--- src/rtl/qpu_itcm_icb_arbt_pkg.sv ---
// Shared constants for the ITCM ICB arbiter: default bus widths,
// source-id encodings and the IFU write-mask constant.
package qpu_itcm_icb_arbt_pkg;

    localparam int ITCM_AW = 16;
    localparam int ITCM_DW = 64;
    localparam int ITCM_MW = ITCM_DW / 8;

    typedef enum logic {
        SRC_IFU = 1'b0,
        SRC_LDA = 1'b1
    } src_e;

    localparam logic [ITCM_MW-1:0] IFU_WMASK = '1;

endpackage

--- src/rtl/qpu_itcm_icb_arbt_if.sv ---
// ICB command/response bundle with valid/ready handshakes.
// master: issues cmd_*, accepts rsp_*; slave: the opposite side.
interface qpu_itcm_icb_arbt_if
    import qpu_itcm_icb_arbt_pkg::*;
#(
    parameter int AW = ITCM_AW,
    parameter int DW = ITCM_DW,
    parameter int MW = ITCM_MW
);

    logic          cmd_valid;
    logic          cmd_ready;
    logic [AW-1:0] cmd_addr;
    logic          cmd_read;
    logic [DW-1:0] cmd_wdata;
    logic [MW-1:0] cmd_wmask;
    logic          rsp_valid;
    logic          rsp_ready;
    logic [DW-1:0] rsp_rdata;

    modport master (
        output cmd_valid, cmd_addr, cmd_read,
        output cmd_wdata, cmd_wmask, rsp_ready,
        input  cmd_ready, rsp_valid, rsp_rdata
    );

    modport slave (
        input  cmd_valid, cmd_addr, cmd_read,
        input  cmd_wdata, cmd_wmask, rsp_ready,
        output cmd_ready, rsp_valid, rsp_rdata
    );

endinterface

--- src/rtl/qpu_itcm_icb_arbt_src_fifo.sv ---
// Small synchronous FIFO holding the source id of each outstanding
// command. Ports: push/din, pop/dout (head), full, empty.
module qpu_arbt_src_fifo #(
    parameter int DEPTH = 2,
    parameter int W     = 1
) (
    input  logic         clk,
    input  logic         rst_n,
    input  logic         push,
    input  logic [W-1:0] din,
    input  logic         pop,
    output logic [W-1:0] dout,
    output logic         full,
    output logic         empty
);

    localparam int IW = (DEPTH > 1) ? $clog2(DEPTH) : 1;
    localparam int CW = $clog2(DEPTH + 1);

    logic [W-1:0]  mem [DEPTH];
    logic [IW-1:0] wr_idx;
    logic [IW-1:0] rd_idx;
    logic [CW-1:0] cnt;
    logic          do_push;
    logic          do_pop;

    function automatic logic [IW-1:0] idx_inc(input logic [IW-1:0] i);
        return (i == IW'(DEPTH - 1)) ? '0 : i + IW'(1);
    endfunction

    assign full    = (cnt == CW'(DEPTH));
    assign empty   = (cnt == '0);
    assign do_push = push & ~full;
    assign do_pop  = pop & ~empty;
    assign dout    = mem[rd_idx];

    always_ff @(posedge clk or negedge rst_n) begin
        if (!rst_n) begin
            wr_idx <= '0;
            rd_idx <= '0;
            cnt    <= '0;
            for (int i = 0; i < DEPTH; i++) mem[i] <= '0;
        end else begin
            if (do_push) begin
                mem[wr_idx] <= din;
                wr_idx      <= idx_inc(wr_idx);
            end
            if (do_pop) rd_idx <= idx_inc(rd_idx);
            cnt <= cnt + CW'(do_push) - CW'(do_pop);
        end
    end

endmodule

--- src/rtl/qpu_itcm_icb_arbt.sv ---
// Two-to-one ICB arbiter sharing the ITCM port between IFU and loader.
// Ports: clk, rst_n, ifu/lda (slave), itcm (master), itcm_holdup,
// ifu_holdup, arbt_err. Optional macro: QPU_ITCM_ARBT_RR_EN.
module qpu_itcm_icb_arbt
    import qpu_itcm_icb_arbt_pkg::*;
#(
    parameter int AW         = ITCM_AW,
    parameter int DW         = ITCM_DW,
    parameter int MW         = ITCM_MW,
    parameter int OUTS_DEPTH = 2
) (
    input  logic                        clk,
    input  logic                        rst_n,
    qpu_itcm_icb_arbt_if.slave          ifu,
    qpu_itcm_icb_arbt_if.slave          lda,
    qpu_itcm_icb_arbt_if.master         itcm,
    input  logic                        itcm_holdup,
    output logic                        ifu_holdup,
    output logic                        arbt_err
);

    src_e          grant;
    src_e          lock_src;
    src_e          head_src;
    logic          lock_vld;
    logic          gnt_lda;
    logic          gnt_vld;
    logic          cmd_hs;
    logic          rsp_hs;
    logic          fifo_full;
    logic          fifo_empty;
    logic [0:0]    fifo_dout;
    logic          lda_touched;
    logic [AW-1:0] cmd_addr;
    logic [DW-1:0] cmd_wdata;
    logic [MW-1:0] cmd_wmask;
    logic          unused_ifu;

`ifdef QPU_ITCM_ARBT_RR_EN
    src_e          rr_last;
`endif

    // IFU commands are always reads; its write fields are ignored.
    assign unused_ifu = ^{ifu.cmd_read, ifu.cmd_wdata, ifu.cmd_wmask};

    always_comb begin
        grant = SRC_IFU;
        if (lock_vld)
            grant = lock_src;
`ifdef QPU_ITCM_ARBT_RR_EN
        else if (lda.cmd_valid & ifu.cmd_valid)
            grant = (rr_last == SRC_LDA) ? SRC_IFU : SRC_LDA;
`endif
        else if (lda.cmd_valid)
            grant = SRC_LDA;
    end

    assign gnt_lda   = (grant == SRC_LDA);
    assign gnt_vld   = gnt_lda ? lda.cmd_valid : ifu.cmd_valid;
    assign cmd_addr  = gnt_lda ? lda.cmd_addr : ifu.cmd_addr;
    assign cmd_wdata = gnt_lda ? lda.cmd_wdata : '0;
    assign cmd_wmask = gnt_lda ? lda.cmd_wmask : MW'(IFU_WMASK);

    // A full source FIFO blocks everything; a pop does not free a
    // slot until the following cycle.
    assign itcm.cmd_valid = gnt_vld & ~fifo_full;
    assign itcm.cmd_addr  = cmd_addr;
    assign itcm.cmd_read  = gnt_lda ? lda.cmd_read : 1'b1;
    assign itcm.cmd_wdata = cmd_wdata;
    assign itcm.cmd_wmask = cmd_wmask;
    assign ifu.cmd_ready  = ~gnt_lda & ~fifo_full & itcm.cmd_ready;
    assign lda.cmd_ready  = gnt_lda & ~fifo_full & itcm.cmd_ready;

    assign cmd_hs = itcm.cmd_valid & itcm.cmd_ready;

    always_ff @(posedge clk or negedge rst_n) begin
        if (!rst_n) begin
            lock_vld <= 1'b0;
            lock_src <= SRC_IFU;
        end else begin
            lock_vld <= itcm.cmd_valid & ~itcm.cmd_ready;
            lock_src <= grant;
        end
    end

`ifdef QPU_ITCM_ARBT_RR_EN
    always_ff @(posedge clk or negedge rst_n) begin
        if (!rst_n)
            rr_last <= SRC_LDA;
        else if (cmd_hs)
            rr_last <= grant;
    end
`endif

    qpu_arbt_src_fifo #(
        .DEPTH (OUTS_DEPTH),
        .W     (1)
    ) u_src_fifo (
        .clk   (clk),
        .rst_n (rst_n),
        .push  (cmd_hs),
        .din   (gnt_lda),
        .pop   (rsp_hs),
        .dout  (fifo_dout),
        .full  (fifo_full),
        .empty (fifo_empty)
    );

    assign head_src = src_e'(fifo_dout);

    // With nothing outstanding, responses are sunk and flagged.
    assign itcm.rsp_ready = fifo_empty ? 1'b1 :
                            (head_src == SRC_LDA) ? lda.rsp_ready :
                                                    ifu.rsp_ready;
    assign ifu.rsp_valid  = itcm.rsp_valid & ~fifo_empty &
                            (head_src == SRC_IFU);
    assign lda.rsp_valid  = itcm.rsp_valid & ~fifo_empty &
                            (head_src == SRC_LDA);
    assign ifu.rsp_rdata  = itcm.rsp_rdata;
    assign lda.rsp_rdata  = itcm.rsp_rdata;

    assign rsp_hs = itcm.rsp_valid & itcm.rsp_ready & ~fifo_empty;

    always_ff @(posedge clk or negedge rst_n) begin
        if (!rst_n) begin
            arbt_err    <= 1'b0;
            lda_touched <= 1'b0;
        end else begin
            if (itcm.rsp_valid & fifo_empty) arbt_err <= 1'b1;
            if (cmd_hs) lda_touched <= gnt_lda;
        end
    end

    // Any loader access may have changed the RAM output the IFU saw.
    assign ifu_holdup = itcm_holdup & ~lda_touched;

endmodule

--- src/flat_wrapper.sv ---
// flat-port wrapper written by rule: the top's interface ports become plain ports
module qpu_itcm_icb_arbt_flat import qpu_itcm_icb_arbt_pkg::*;
#(
    parameter int AW         = ITCM_AW,
    parameter int DW         = ITCM_DW,
    parameter int MW         = ITCM_MW,
    parameter int OUTS_DEPTH = 2
)
  (clk, rst_n, itcm_holdup, ifu_holdup, arbt_err, ifu_cmd_valid, ifu_cmd_addr, ifu_cmd_read, ifu_cmd_wdata, ifu_cmd_wmask, ifu_rsp_ready, ifu_cmd_ready, ifu_rsp_valid, ifu_rsp_rdata, lda_cmd_valid, lda_cmd_addr, lda_cmd_read, lda_cmd_wdata, lda_cmd_wmask, lda_rsp_ready, lda_cmd_ready, lda_rsp_valid, lda_rsp_rdata, itcm_cmd_valid, itcm_cmd_addr, itcm_cmd_read, itcm_cmd_wdata, itcm_cmd_wmask, itcm_rsp_ready, itcm_cmd_ready, itcm_rsp_valid, itcm_rsp_rdata);
  qpu_itcm_icb_arbt_if #(.AW(AW), .DW(DW), .MW(MW)) ifu_i ();
  qpu_itcm_icb_arbt_if #(.AW(AW), .DW(DW), .MW(MW)) lda_i ();
  qpu_itcm_icb_arbt_if #(.AW(AW), .DW(DW), .MW(MW)) itcm_i ();
  input  logic clk;
  input  logic rst_n;
  input  logic itcm_holdup;
  output logic ifu_holdup;
  output logic arbt_err;
  input wire logic [$bits(ifu_i.cmd_valid)-1:0] ifu_cmd_valid;
  input wire logic [$bits(ifu_i.cmd_addr)-1:0] ifu_cmd_addr;
  input wire logic [$bits(ifu_i.cmd_read)-1:0] ifu_cmd_read;
  input wire logic [$bits(ifu_i.cmd_wdata)-1:0] ifu_cmd_wdata;
  input wire logic [$bits(ifu_i.cmd_wmask)-1:0] ifu_cmd_wmask;
  input wire logic [$bits(ifu_i.rsp_ready)-1:0] ifu_rsp_ready;
  output wire logic [$bits(ifu_i.cmd_ready)-1:0] ifu_cmd_ready;
  output wire logic [$bits(ifu_i.rsp_valid)-1:0] ifu_rsp_valid;
  output wire logic [$bits(ifu_i.rsp_rdata)-1:0] ifu_rsp_rdata;
  input wire logic [$bits(lda_i.cmd_valid)-1:0] lda_cmd_valid;
  input wire logic [$bits(lda_i.cmd_addr)-1:0] lda_cmd_addr;
  input wire logic [$bits(lda_i.cmd_read)-1:0] lda_cmd_read;
  input wire logic [$bits(lda_i.cmd_wdata)-1:0] lda_cmd_wdata;
  input wire logic [$bits(lda_i.cmd_wmask)-1:0] lda_cmd_wmask;
  input wire logic [$bits(lda_i.rsp_ready)-1:0] lda_rsp_ready;
  output wire logic [$bits(lda_i.cmd_ready)-1:0] lda_cmd_ready;
  output wire logic [$bits(lda_i.rsp_valid)-1:0] lda_rsp_valid;
  output wire logic [$bits(lda_i.rsp_rdata)-1:0] lda_rsp_rdata;
  output wire logic [$bits(itcm_i.cmd_valid)-1:0] itcm_cmd_valid;
  output wire logic [$bits(itcm_i.cmd_addr)-1:0] itcm_cmd_addr;
  output wire logic [$bits(itcm_i.cmd_read)-1:0] itcm_cmd_read;
  output wire logic [$bits(itcm_i.cmd_wdata)-1:0] itcm_cmd_wdata;
  output wire logic [$bits(itcm_i.cmd_wmask)-1:0] itcm_cmd_wmask;
  output wire logic [$bits(itcm_i.rsp_ready)-1:0] itcm_rsp_ready;
  input wire logic [$bits(itcm_i.cmd_ready)-1:0] itcm_cmd_ready;
  input wire logic [$bits(itcm_i.rsp_valid)-1:0] itcm_rsp_valid;
  input wire logic [$bits(itcm_i.rsp_rdata)-1:0] itcm_rsp_rdata;
  assign ifu_i.cmd_valid = ifu_cmd_valid;
  assign ifu_i.cmd_addr = ifu_cmd_addr;
  assign ifu_i.cmd_read = ifu_cmd_read;
  assign ifu_i.cmd_wdata = ifu_cmd_wdata;
  assign ifu_i.cmd_wmask = ifu_cmd_wmask;
  assign ifu_i.rsp_ready = ifu_rsp_ready;
  assign ifu_cmd_ready = ifu_i.cmd_ready;
  assign ifu_rsp_valid = ifu_i.rsp_valid;
  assign ifu_rsp_rdata = ifu_i.rsp_rdata;
  assign lda_i.cmd_valid = lda_cmd_valid;
  assign lda_i.cmd_addr = lda_cmd_addr;
  assign lda_i.cmd_read = lda_cmd_read;
  assign lda_i.cmd_wdata = lda_cmd_wdata;
  assign lda_i.cmd_wmask = lda_cmd_wmask;
  assign lda_i.rsp_ready = lda_rsp_ready;
  assign lda_cmd_ready = lda_i.cmd_ready;
  assign lda_rsp_valid = lda_i.rsp_valid;
  assign lda_rsp_rdata = lda_i.rsp_rdata;
  assign itcm_cmd_valid = itcm_i.cmd_valid;
  assign itcm_cmd_addr = itcm_i.cmd_addr;
  assign itcm_cmd_read = itcm_i.cmd_read;
  assign itcm_cmd_wdata = itcm_i.cmd_wdata;
  assign itcm_cmd_wmask = itcm_i.cmd_wmask;
  assign itcm_rsp_ready = itcm_i.rsp_ready;
  assign itcm_i.cmd_ready = itcm_cmd_ready;
  assign itcm_i.rsp_valid = itcm_rsp_valid;
  assign itcm_i.rsp_rdata = itcm_rsp_rdata;
  qpu_itcm_icb_arbt #(.AW(AW), .DW(DW), .MW(MW), .OUTS_DEPTH(OUTS_DEPTH)) u_core (.clk(clk), .rst_n(rst_n), .ifu(ifu_i), .lda(lda_i), .itcm(itcm_i), .itcm_holdup(itcm_holdup), .ifu_holdup(ifu_holdup), .arbt_err(arbt_err));
endmodule
--- config.mk ---
export PLATFORM = sky130hd
export DESIGN_NAME = qpu_itcm_icb_arbt_flat
export DESIGN_NICKNAME = d
export VERILOG_FILES = /design/src/rtl/qpu_itcm_icb_arbt_pkg.sv /design/src/rtl/qpu_itcm_icb_arbt_if.sv /design/src/rtl/qpu_itcm_icb_arbt_src_fifo.sv /design/src/rtl/qpu_itcm_icb_arbt.sv /design/src/flat_wrapper.sv
export SDC_FILE = /design/constraint.sdc
export NUM_CORES = 1
export LEC_CHECK = 0
export CORE_AREA = 2 2 185 187
export CTS_CLUSTER_SIZE = 24
export DETAILED_ROUTE_END_ITERATION = 10
export DIE_AREA = 0 0 187 189
export SYNTH_ARGS = -nofsm -noshare
export SYNTH_HDL_FRONTEND = slang
export SYNTH_SLANG_ARGS = --single-unit
--- constraint.sdc ---
create_clock -name clk -period 2.68 [get_ports clk]
set_input_delay 0.804 -clock clk [delete_from_list [all_inputs] [get_ports clk]]
set_output_delay 0.804 -clock clk [all_outputs]
set_load 0.01 [all_outputs]
### Word-level counts from Yosys, hierarchy flattened

Index checks and enable logic that the tools add are counted.

| storage, ports and cells | value |
|---|---|
| bits in registers | 10 |
| bits of input ports | 251 |

| operators by class | value |
|---|---|
| add/subtract/negate cells | 4 |
| $lt $le $gt $ge | 3 |
| equality and inequality tests | 1 |
| multiplexer cells | 17 |
| bitwise logic cells | 24 |
| reduce and logical (&&, ||, !) cells | 2 |

Operators with widths:

| cell | count |
|---|---|
| 64-bit two-way mux | 1 |
| 1-bit AND | 16 |
| 16-bit two-way mux | 1 |
| 1-bit two-way mux | 12 |
| 8-bit two-way mux | 1 |
| 1-bit NOT | 6 |
| 2-bit >= comparator, second input constant | 2 |
| 1-bit NOT with 2-bit output | 2 |
| 1-bit adder, second input constant | 2 |
| 2-bit by 1-bit adder with 2-bit output | 1 |
| 2-bit bitwise mux | 1 |
| 2-bit == test, second input constant | 1 |
| 2-bit zero test | 1 |
| 2-bit by 1-bit < comparator with 1-bit output, second input constant | 1 |
| 2-bit by 1-bit subtractor with 2-bit output | 1 |
| 1-bit demux with 1-bit select | 1 |
| 1-bit logical AND | 1 |

### Logic depth before layout (Yosys ltp)

| logic depth | value |
|---|---|
| word-level depth | 10 |
| mapped depth | 8 |

### Hierarchy

A second synthesis with hierarchy kept.

| unflattened totals | value |
|---|---|
| cell total of the unflattened synthesis | 280 |
| area total of the unflattened synthesis | 2272.2 µm² |

Modules (own cells, without submodules):

| module | instances | cells an instance | area each (µm²) | sequential area each (µm²) |
|---|---|---|---|---|
| qpu_itcm_icb_arbt | 1 | 257 | 1983.2 | 100.1 |
| qpu_arbt_src_fifo | 1 | 23 | 289.0 | 150.1 |

### Worst setup path before layout

OpenSTA, ideal clock, no wires.

| timing path | value |
|---|---|
| path kind | input -> output |
| start point | input port lda_cmd_valid |
| end point | output port ifu_cmd_ready |
| arrival | 1.597 ns |
| setup slack | 0.279 ns |
| stages on the path | 4 |
| path through | mux2i_1 -> inv_2 -> buf_2 -> nor3_1 |

| between the ends | value |
|---|---|
| word-level cells in the longest chain between the ends | 5 |

Ends and longest elaborated chain:

| element | line | source |
|---|---|---|
| from (decl) | flat_wrapper.sv:27 | `input wire logic [$bits(lda_i.cmd_valid)-1:0] lda_cmd_valid;` |
| 1-bit two-way mux | qpu_itcm_icb_arbt.sv:54 | `else if (lda.cmd_valid)` |
| 1-bit two-way mux | qpu_itcm_icb_arbt.sv:48 | `if (lock_vld)` |
| 1-bit NOT | qpu_itcm_icb_arbt.sv:71 | `assign ifu.cmd_ready = ~gnt_lda & ~fifo_full & itcm.cmd_ready;` |
| 1-bit AND (2 in a row) | qpu_itcm_icb_arbt.sv:71 |  |
| to (decl) | flat_wrapper.sv:24 | `output wire logic [$bits(ifu_i.cmd_ready)-1:0] ifu_cmd_ready;` |

No other way between the ends.

### Worst setup path after layout

| timing path | value |
|---|---|
| start point | input port lda_cmd_valid |
| end point | output port itcm_cmd_wdata[43] |

| between the ends | value |
|---|---|
| word-level cells in the longest chain between the ends | 3 |

Ends and longest elaborated chain:

| element | line | source |
|---|---|---|
| 1-bit two-way mux | qpu_itcm_icb_arbt.sv:54 |  |
| 1-bit two-way mux | qpu_itcm_icb_arbt.sv:48 |  |
| 64-bit two-way mux | qpu_itcm_icb_arbt.sv:61 | `assign cmd_wdata = gnt_lda ? lda.cmd_wdata : '0;` |
| to (decl) | flat_wrapper.sv:39 | `output wire logic [$bits(itcm_i.cmd_wdata)-1:0] itcm_cmd_wdata;` |

No other way between the ends.

==> impl_metrics.csv <==
group,metric,value,unit
outcome,outcome,"complete, but fails checks",
outcome,violations,"negative setup slack",
worst_setup_path,path_class,"in2out",
sta,maxSlewViolCount,0,
worst_setup_path,cp_max_fo,7,
sta,max-slew-margin-rel,67.43,%
worst_setup_path,cp_data_required_time,1880,ps
run,max_cap_viol_count,0,
worst_setup_path,cp-start-kind,"input port",
global_routing,grt_pass1_vias,2454,
logic_synthesis,ys_warn_count,0,
logic_synthesis,syn_inst,306,
power_and_ir_drop,p_comb_share,73.1,%
cells_and_area,nets,663,
drt,routed_via_density,2.703,
global_routing,grt_max_degree,19,
place,place_inst,830,
sta,fin_crit,2768,ps
floorplan,rows,67,
worst_setup_path,r2r-start,"u_core.lock_src",
cells_and_area,fin_util,12.65,%
logic_synthesis,synth-compound-area-share,3.880,%
clocking,cts_buffers,3,
worst_setup_path,crit_start,"lda_cmd_valid",
worst_setup_path,arrival,1960,ps
logic_synthesis,synth_top_family_by_area,"buffers and inverters",
logic_synthesis,syn_area_per_cell,7.062,sq um
sta,finalHoldViolCount,0,
drt,routed_wl,13680,microns
power_and_ir_drop,p_per_area,512.7,nW/um^2
clocking,root_buffer,"clkbuf_16",
drt,dr.pass1.iters,4,
floorplan,initial_utilization,6.493,%
global_routing,antenna_found_initial,1,
clocking,cts_max_level,1,
sta,setup_viol,14,
global_routing,grt_usage,7.284,%
clocking,ctsLongestPathBuffers,2,
place,gp_congestion,0.7747,
logic_synthesis,synth.largest_area_cell,"buf_4",
power_and_ir_drop,pwr-share-clk,13.9,%
clocking,cts_hold_repair.buffers,0,
worst_setup_path,reg2reg_to,"u_core.u_src_fifo.cnt[1]",
min_path,hold_class,"reg2reg",
drt,drt_drc_violations_left,0,
sta,clock_skew,1.246,ps
clocking,cts_tree,"done",
place,hpwl,10350,microns
floorplan,die-area,35340,sq um
power_and_ir_drop,vdd_ir_drop_max,0.3097,mV
power_and_ir_drop,swShare,38.74,%
cells_and_area,drive_above_1_share,34.96,%
power_and_ir_drop,leakage,1.823,nW
worst_setup_path,r2r_cells,7,
power_and_ir_drop,switchingPower,836.6,uW
drt,via_count,2322,
drt,drt_iter0_drc,67,
logic_synthesis,yosysSeqAreaShare,11.58,%
drt,wl_per_cell,15.92,microns
worst_setup_path,worstSetupEndpoint,"itcm_cmd_wdata[43]",
logic_synthesis,synth_simple_gate_area_share,32.08,%
floorplan,die_h,189,microns
worst_setup_path,r2r_slack,770,ps
sta,fin_setup_tns,-833.6,ps
sta,max_freq,0.3612,GHz
logic_synthesis,synth_xor_area_share,1.621,%
sta,worst_pin_slew,487.0,ps
drt,antenna_left,0,
clocking,clkSlewWorstSetupHoldPaths,40,ps
clocking,cts_num_sinks,10,
cells_and_area,layout.cells.non_filler,859,
clocking,clock_latency,240,ps
global_routing,grt_first_pass_wirelength,18220,microns
floorplan,ioPinCount,476,
sta,fin_ws,-88.31,ps
sta,grt_setup_unrepaired,"true",
place,io_buffers,210,
logic_synthesis,synth_fa_ha_area_share,1.158,%
power_and_ir_drop,p_int,1.323,mW
logic_synthesis,syn_nets,559,
logic_synthesis,netlist_area,2161,sq um
logic_synthesis,netlist_top_cells_area,"buf_4 45%, and2_1 19%, dfrtp_1 12%",
logic_synthesis,synth_top_area_share,44.82,%
place,place_area,3887,sq um
cells_and_area,area_growth,94.90,%
floorplan,coreArea,33280,sq um
logic_synthesis,synth_cell_types,24,
min_path,min_from,"u_core.arbt_err",
sta,timing.final.crit_share,103.3,%
cells_and_area,design_area,4212,sq um
worst_setup_path,end_kind,"output port",
logic_synthesis,synthMuxAreaShare,1.853,%
floorplan,die_w,187,microns
power_and_ir_drop,pwr-share-seq,13.0,%
global_routing,grt_overflow,0,
logic_synthesis,ys_ff_latch,10,
==> through the flow <==
stage               hold WS [ps]  power (mW)  worst slack [ps]
global route               468.4       2.311            -120.5
detailed placement         446.3       1.610            -849.6
CTS                        455.6       2.133            -82.48
floorplan                  449.9       1.019             279.1
finish                     451.6       2.159            -88.31
global placement           446.8       1.599            -847.5
==> cell families (layout without fill, tap and decap cells) <==
| kind of cell | count (synthesis) | in the layout |
|---|---|---|
| flip-flops | 10 | 10 |
| buffers and inverters | 144 | 247 |
| AO/OA/AOI/OAI | 10 | 10 |
| multiplexers | 4 | 4 |
| XOR/XNOR | 4 | 4 |
| adder cells (fa/ha/maj) | 2 | 2 |
| AND/OR/NAND/NOR | 132 | 132 |
| other | 0 | 2 |
==> worst min-delay path by stage <==
stage / endpoint / depth (start not counted)
after floorplan: u_core.lda_touched / 2
after global placement: u_core.arbt_err / 1
after detailed placement: u_core.arbt_err / 1
after CTS: u_core.arbt_err / 1
after global routing: u_core.arbt_err / 1
final: u_core.arbt_err / 1
==> state kept, by name, summed over array words and instances (netlist names) <==
register / cells
u_core.arbt_err: 1
u_core.lda_touched: 1
u_core.lock_src: 1
u_core.lock_vld: 1
u_core.u_src_fifo.cnt: 2
u_core.u_src_fifo.mem: 2
u_core.u_src_fifo.rd_idx: 1
u_core.u_src_fifo.wr_idx: 1
==> cell usage after synthesis, drive strengths merged <==
library cell / number
a211oi: 1
nand2: 49
buf: 131
o31ai: 2
nor2b: 3
clkbuf: 9
nor2: 4
o21ai: 5
xnor2: 3
xor2: 1
a21o: 1
mux2i: 4
nand2b: 9
inv: 4
a2111o: 1
and2: 65
dfrtp: 10
nor3: 2
ha: 2
==> cells in the final DEF, fill, tap and decap left out, types with 3 or more instances in the layout <==
cell             Yosys  layout
dfrtp_1             10      10
nand2b_1             9       7
and2_1              65      50
nor2_1               4       4
clkbuf_16            0       4
clkdlybuf4s15_1      0      13
xnor2_1              3       3
clkdlybuf4s15_2      0       4
buf_12               0       8
buf_4              129      10
inv_1                3       3
and2_4               0      15
clkdlybuf4s50_1      0     112
buf_6                1      18
buf_16               0       6
dlygate4sd2_1        0       5
nand2_1             49      46
buf_2                1      56
clkbuf_2             0       3
==> metal layers <==
metal	track usage (%)	part of all wire, %	vias up	routed length (microns)
li1	-	-	1014	-
met1	6.376	30	984	4105
met2	12.10	46	267	6254
met3	6.006	19	51	2639
met4	2.411	3.6	6	499
met5	3.571	1.3	-	177
==> power groups by stage <==
stage	combinational [mW]	clock (mW)	sequential (mW)
after floorplan	0.756	0	0.263
after global placement	1.32	0	0.277
after detailed placement	1.33	0	0.279
after CTS	1.55	0.304	0.279
after global routing	1.70	0.315	0.293
final	1.58	0.301	0.280
==> cell type report <==
class / instances / area, sq um
Antenna cell: 2 / 5.005
Multi-Input combinational cell: 152 / 973.4
Sequential cell: 10 / 250.2
Timing Repair Buffer: 239 / 2306
Inverter: 4 / 27.53
Tap cell: 448 / 560.5
Clock buffer: 4 / 88.84
Fill cell: 3864 / 29070
==> worst max-delay path: stages <==
cell and delay, ps:
buf_8 100, mux2i_4 160, buf_6 160, inv_12 40, buf_12 130, buf_16 140, clkbuf_16 150, and2_4 150
buf_6 110
==> what timing repair did <==
item | 4_1_cts | 5_1_grt
setup endpoints to repair | 96 | 82
setup buffers | 13 | 3
resized for setup | 362 | 43
pin swaps | 3 | 6
cloned | 7 | 1
Power figures use the tool's default switching activity.
==> variant 1 (same flow settings) <==
`OUTS_DEPTH` is set to 2 in 2 places; all go to 1.
--- a/src/rtl/qpu_itcm_icb_arbt.sv
+++ b/src/rtl/qpu_itcm_icb_arbt.sv
@@ -7,7 +7,7 @@
     parameter int AW         = ITCM_AW,
     parameter int DW         = ITCM_DW,
     parameter int MW         = ITCM_MW,
-    parameter int OUTS_DEPTH = 2
+    parameter int OUTS_DEPTH = 1
 ) (
     input  logic                        clk,
     input  logic                        rst_n,
--- a/src/flat_wrapper.sv
+++ b/src/flat_wrapper.sv
@@ -4,7 +4,7 @@
     parameter int AW         = ITCM_AW,
     parameter int DW         = ITCM_DW,
     parameter int MW         = ITCM_MW,
-    parameter int OUTS_DEPTH = 2
+    parameter int OUTS_DEPTH = 1
 )
   (clk, rst_n, itcm_holdup, ifu_holdup, arbt_err, ifu_cmd_valid, ifu_cmd_addr, ifu_cmd_read, ifu_cmd_wdata, ifu_cmd_wmask, ifu_rsp_ready, ifu_cmd_ready, ifu_rsp_valid, ifu_rsp_rdata, lda_cmd_valid, lda_cmd_addr, lda_cmd_read, lda_cmd_wdata, lda_cmd_wmask, lda_rsp_ready, lda_cmd_ready, lda_rsp_valid, lda_rsp_rdata, itcm_cmd_valid, itcm_cmd_addr, itcm_cmd_read, itcm_cmd_wdata, itcm_cmd_wmask, itcm_rsp_ready, itcm_cmd_ready, itcm_rsp_valid, itcm_rsp_rdata);
   qpu_itcm_icb_arbt_if #(.AW(AW), .DW(DW), .MW(MW)) ifu_i ();
Function: changed (Yosys sat finds a counterexample within 4 cycles, from zero or initial values and one cycle with rst_n low).
==> variant 1 against the original RTL <==
Non-clock buffer count shrank 7. Final cell count decreased by 6.1%. The run still ends with setup timing left. Worst setup slack improved by 0.084 ns. Wire length decreased by 37%. Sequential cell count shrank 4. Area after synthesis fell by 5.4%. Total power shrank 24%. First-iteration DRC count shrank 58%. Design area shrank 8.6%. Die area stayed put.
==> variant 1: results (changes against the original RTL) <==
Status:
- The flow ran to the end, but the final reports show violations.
- The checks that failed: setup timing.

Synthesis:
- The average instance area after synthesis is 7.86 µm² (+11%).
- The proportion of synthesized chip area in sequential cells came to 0.0735 (-0.0423).
- Sorting the synthesized cells by how often they occur yields buf_4, and2_1, mux2_4.
- Sorting the synthesized cells by area gives the leading types as buf_4, and2_1, mux2_4.
- The count of different cell masters after synthesis is 26 (+8.3%).

Placed design:
- The placement-stage worst setup slack is -0.882 ns (-0.0322 ns).
- The final RePlAce weighted congestion was 0.687 (-11%).
- The total instance count after detailed placement is 791 (-4.7%).
- The number of buffers added on ports is 210 (unchanged).
- The placed wire-length estimate after detailed placement came to 6970 µm (-33%).

Route:
- The violation count after the first detailed-route iteration is 28 (-58%).
- The total iterations of the first detailed-routing run is 3 (-1).
- The mean number of vias per cell is 2.43 (-10%).
- The detailed-routed wire length on met3 is 1130 µm (-57%).
- The met2 wire length is 3860 µm (-38%).
- The average detailed-routed wire length per instance is 10.7 µm (-33%).
- The detailed-routing wirelength on met1 is 3040 µm (-26%).

Finish:
- The number of nets in the layout came to 612 (-7.7%).
- The fraction of final layout cells with drive strength greater than 1 is 0.320 (-0.0293).
- The antenna diode count was 0 (-2).
- The count of non-filler cells in the finished layout was 807 (-6.1%).
- The count of fill cells added during filler insertion is 3868 (+0.10%).

Timing:
- The final setup violation count is 1 (-13).
- The largest clock skew in the final design came to 0.000856 ns (-0.000390 ns).
- The transition time at the pin with the least slew margin is 0.267 ns (-0.220 ns).
- The final worst-path setup slack is -0.00437 ns (+0.0839 ns).

Worst setup path:
- The cell depth of the worst flop-to-flop path is 5 (-2).

Global routing:
- The number of antenna violations at the first check in global routing came to 2 (+1).
- The number of global-route vias before repair is 1978 (-19%).
- The largest net degree at the start of global routing was 20 (+1).
- The first-pass GRT wire length is 12000 µm (-34%).

Power:
- The standby leakage power is 1.61 nW (-12%).
- The maximum vdd drop was 0.000162 V (-48%).
## variant 1: cell type report
type | count | area [µm²] | share of cell area
Sequential cell | 6 | 150 | 0.0390
Tap cell | 448 | 561 | 0.146
Timing Repair Buffer | 232 | 2150 | 0.559
Timing Repair inverter | 1 | 16.3 | 0.00423
Inverter | 3 | 23.8 | 0.00618
Clock buffer | 3 | 75.1 | 0.0195
Multi-Input combinational cell | 114 | 871 | 0.226
## variant 1: logic make-up (layout without fill, tap and decap cells)
logic type / after synthesis / count (layout) / share of synthesized area
DFF: 6 / 6 / 0.0735
buffers and inverters: 140 / 239 / 0.513
muxes: 18 / 18 / 0.126
AOI/OAI and AO/OA: 8 / 8 / 0.0288
and+or+nand+nor: 88 / 88 / 0.260
## variant 1: repair_timing
action,4_1_cts,5_1_grt
cloned,4,0
endpoints found under the setup margin,96,9
resized for setup,313,35
buffers inserted,8,1
pin swaps,1,1
## variant 1: through the flow
| stage | cell area [µm²] | utilization |
|---|---|---|
| 2_1_floorplan | 2040 | - |
| 3_3_place_gp | 3770 | 0.113 |
| 3_5_place_dp | 3770 | 0.113 |
| 4_1_cts | 3760 | 0.113 |
| 5_1_grt | 3850 | 0.116 |
| 6_report | 3850 | 0.116 |
## variant 1: report_power, final
part | switching, W | internal, W | total (W)
clock network | 0.0000470 | 0.000191 | 0.000238
logic | 0.000503 | 0.000738 | 0.00124
registers | 0.0000400 | 0.000122 | 0.000162
## variant 1: routing by layer
layer / up-vias / track usage
met2: 178 / 0.0686
li1: 878 / -
met5: - / 0
met1: 849 / 0.0467
met3: 57 / 0.0184
met4: 0 / 0.0357
## variant 1: final timing paths
path	end	slack (ns)	start
worst min-delay path	u_core.arbt_err	0.49	u_core.arbt_err
worst max-delay path	itcm_cmd_addr[14]	-0.004	lda_cmd_valid
max in group asynchronous	u_core.lda_touched	1.65	rst_n
worst min register to register	u_core.arbt_err	0.49	u_core.arbt_err
min in group asynchronous	u_core.u_src_fifo.full	0.82	rst_n
worst max register to register	u_core.lock_src	1.41	u_core.lock_vld
## variant 1: worst max-delay path, cell delays in order
cell and delay, ns:
buf_8 0.08, clkinv_4 0.03, o21a_4 0.24, inv_8 0.11
buf_8 0.14, mux2_4 0.33, buf_6 0.13
==> variant 2 (same settings) <==
Made on the original files. Register the output `arbt_err` once more, without a reset; this adds one clock of latency there. The other outputs are not delayed to match.
--- a/src/rtl/qpu_itcm_icb_arbt.sv
+++ b/src/rtl/qpu_itcm_icb_arbt.sv
@@ -18,6 +18,8 @@
     output logic                        ifu_holdup,
     output logic                        arbt_err
 );
+
+    logic arbt_err_s0;
 
     src_e          grant;
     src_e          lock_src;
@@ -123,10 +125,10 @@
 
     always_ff @(posedge clk or negedge rst_n) begin
         if (!rst_n) begin
-            arbt_err    <= 1'b0;
+            arbt_err_s0 <= 1'b0;
             lda_touched <= 1'b0;
         end else begin
-            if (itcm.rsp_valid & fifo_empty) arbt_err <= 1'b1;
+            if (itcm.rsp_valid & fifo_empty) arbt_err_s0 <= 1'b1;
             if (cmd_hs) lda_touched <= gnt_lda;
         end
     end
@@ -134,5 +136,9 @@
     // Any loader access may have changed the RAM output the IFU saw.
     assign ifu_holdup = itcm_holdup & ~lda_touched;
 
+    always_ff @(posedge clk) begin
+        arbt_err <= arbt_err_s0;
+    end
+
 endmodule
 
Function: changed (a bounded check fails within 4 cycles, from zero or initial values and one cycle with rst_n low).
==> variant 2 against the original RTL <==
First-iteration DRC count fell by 42%. Sequential cell count rose by 1. Utilization barely moved. Area after synthesis rose by 0.93%. Non-clock buffer count fell by 5. Design area fell by 0.12%. Largest power group unchanged. Total power fell by 0.74%. Clock skew barely moved. Wire length fell by 21%. Worst setup slack improved by 0.11 ns.
==> variant 2: results (changes against the original RTL) <==
Global routing:
- The all-layer global routing usage is 0.0579 (-0.0149).
- The number of global-route vias before repair is 2374 (-3.3%).
- The number of antenna violations at the first check in global routing is 0 (-1).

Worst setup path:
- The data arrival at the endpoint of the critical path is 1.86 ns (-0.10 ns).
- The cell depth of the worst flop-to-flop path was 9 (+2).
- The register-to-register setup slack is 0.59 ns (-0.18 ns).
- The largest fanout on the critical path is 14 (+7).

Placed design:
- The placed instance area was 3930 µm² (+1.1%).
- The placed wire-length estimate after detailed placement was 7700 µm (-26%).
- The final RePlAce weighted congestion is 0.731 (-5.7%).
- The placement-stage worst setup slack was -0.670 ns (+0.179 ns).

Worst hold path:
- The startpoint identified for the worst hold timing path is u_core.arbt_err_s0.
- The number of stages on the worst hold path is 0 (-1).
- The terminating pin of the worst hold path is u_core.arbt_err.

Power:
- The maximum vdd drop came to 0.000164 V (-47%).

Route:
- The detailed-route wire length is 10800 µm (-21%).
- The violation count after the first detailed-route iteration came to 39 (-42%).

Synthesis:
- The proportion of register bits with asynchronous set or reset after synthesis is 0.909 (-0.0909).
- The net count after synthesis is 560 (+0.18%).
- Ranked by total cell area, the synthesized netlist is headed by buf_4, and2_1, dfrtp_1.
- The count of different cell masters after synthesis was 25 (+4.2%).

Finish:
- The number of nets in the layout was 659 (-0.60%).
- The antenna diode count is 0 (-2).
- The fraction of final layout cells with drive strength greater than 1 is 0.407 (+0.0578).

Status:
- The flow ran to the end, and the final reports show no timing, DRC or antenna violations.

Timing:
- The post-route setup TNS is 0 ns (+0.834 ns).
[variant 2: cell types whose count changed after synthesis]
cell / delta
dfxtp_1: +1
[variant 2: layout make-up]
class,instances,share of cell area
clock buffer,4,0.0187
timing repair buffer,234,0.535
multi-input combinational,152,0.245
inverter,4,0.00416
tap,448,0.133
sequential,11,0.0642
[variant 2: what timing repair did]
| action | in CTS | in global routing |
|---|---|---|
| gates cloned | 7 | 1 |
| gates resized for setup | 399 | 48 |
| setup endpoints to repair | 97 | 50 |
| pin swaps | 2 | 12 |
| buffers inserted | 9 | 0 |
[variant 2: logic make-up after synthesis]
logic type,share of synthesized area
buffers and inverters,0.474
adder cells (fa/ha/maj),0.0115
AO/OA/AOI/OAI,0.0384
multiplexers,0.0184
flip-flops,0.124
XOR/XNOR,0.0161
AND/OR/NAND/NOR,0.318
[variant 2: power breakdown]
part / total (W) / switching, W / leakage [nW] / internal, W
Clock: 0.000271 / 0.0000718 / 0.0382 / 0.000199
Sequential: 0.000295 / 0.0000649 / 0.126 / 0.000230
Combinational: 0.00158 / 0.000682 / 1.66 / 0.000895
[variant 2: per-stage QoR]
stage	util	total power, W	hold WS (ns)
6_report	0.126	0.00214	0.364
5_1_grt	0.126	0.00230	0.386
4_1_cts	0.123	0.00211	0.367
3_5_place_dp	0.118	0.00164	0.357
3_3_place_gp	0.118	0.00163	0.356
2_1_floorplan	-	0.00103	0.349
[variant 2: how the worst max path moves through the flow]
stage,slack (ns),end,startpoint
global placement,-0.66,itcm_cmd_wdata[34],lda_cmd_valid
CTS,-0.002,itcm_cmd_wdata[45],lda_cmd_valid
finish,0.02,itcm_cmd_wdata[49],lda_cmd_valid
floorplan,0.28,ifu_cmd_ready,lda_cmd_valid
detailed placement,-0.67,itcm_cmd_wdata[45],lda_cmd_valid
global route,-0.03,ifu_cmd_ready,lda_cmd_valid
[variant 2: per-layer routing]
metal  vias up  wire length [µm]  GRT usage
met5         -                90     0.0179
met4         2               444     0.0250
met3        47              1250     0.0256
met2       223              5320      0.103
met1       911              3680     0.0578
li1       1005                 -          -
[variant 2: critical path, stage by stage]
cell     delay, ns
buf_6         0.10
mux2i_4       0.18
inv_4         0.07
buf_6         0.12
buf_12        0.13
buf_16        0.15
and2_4        0.15
buf_2         0.13
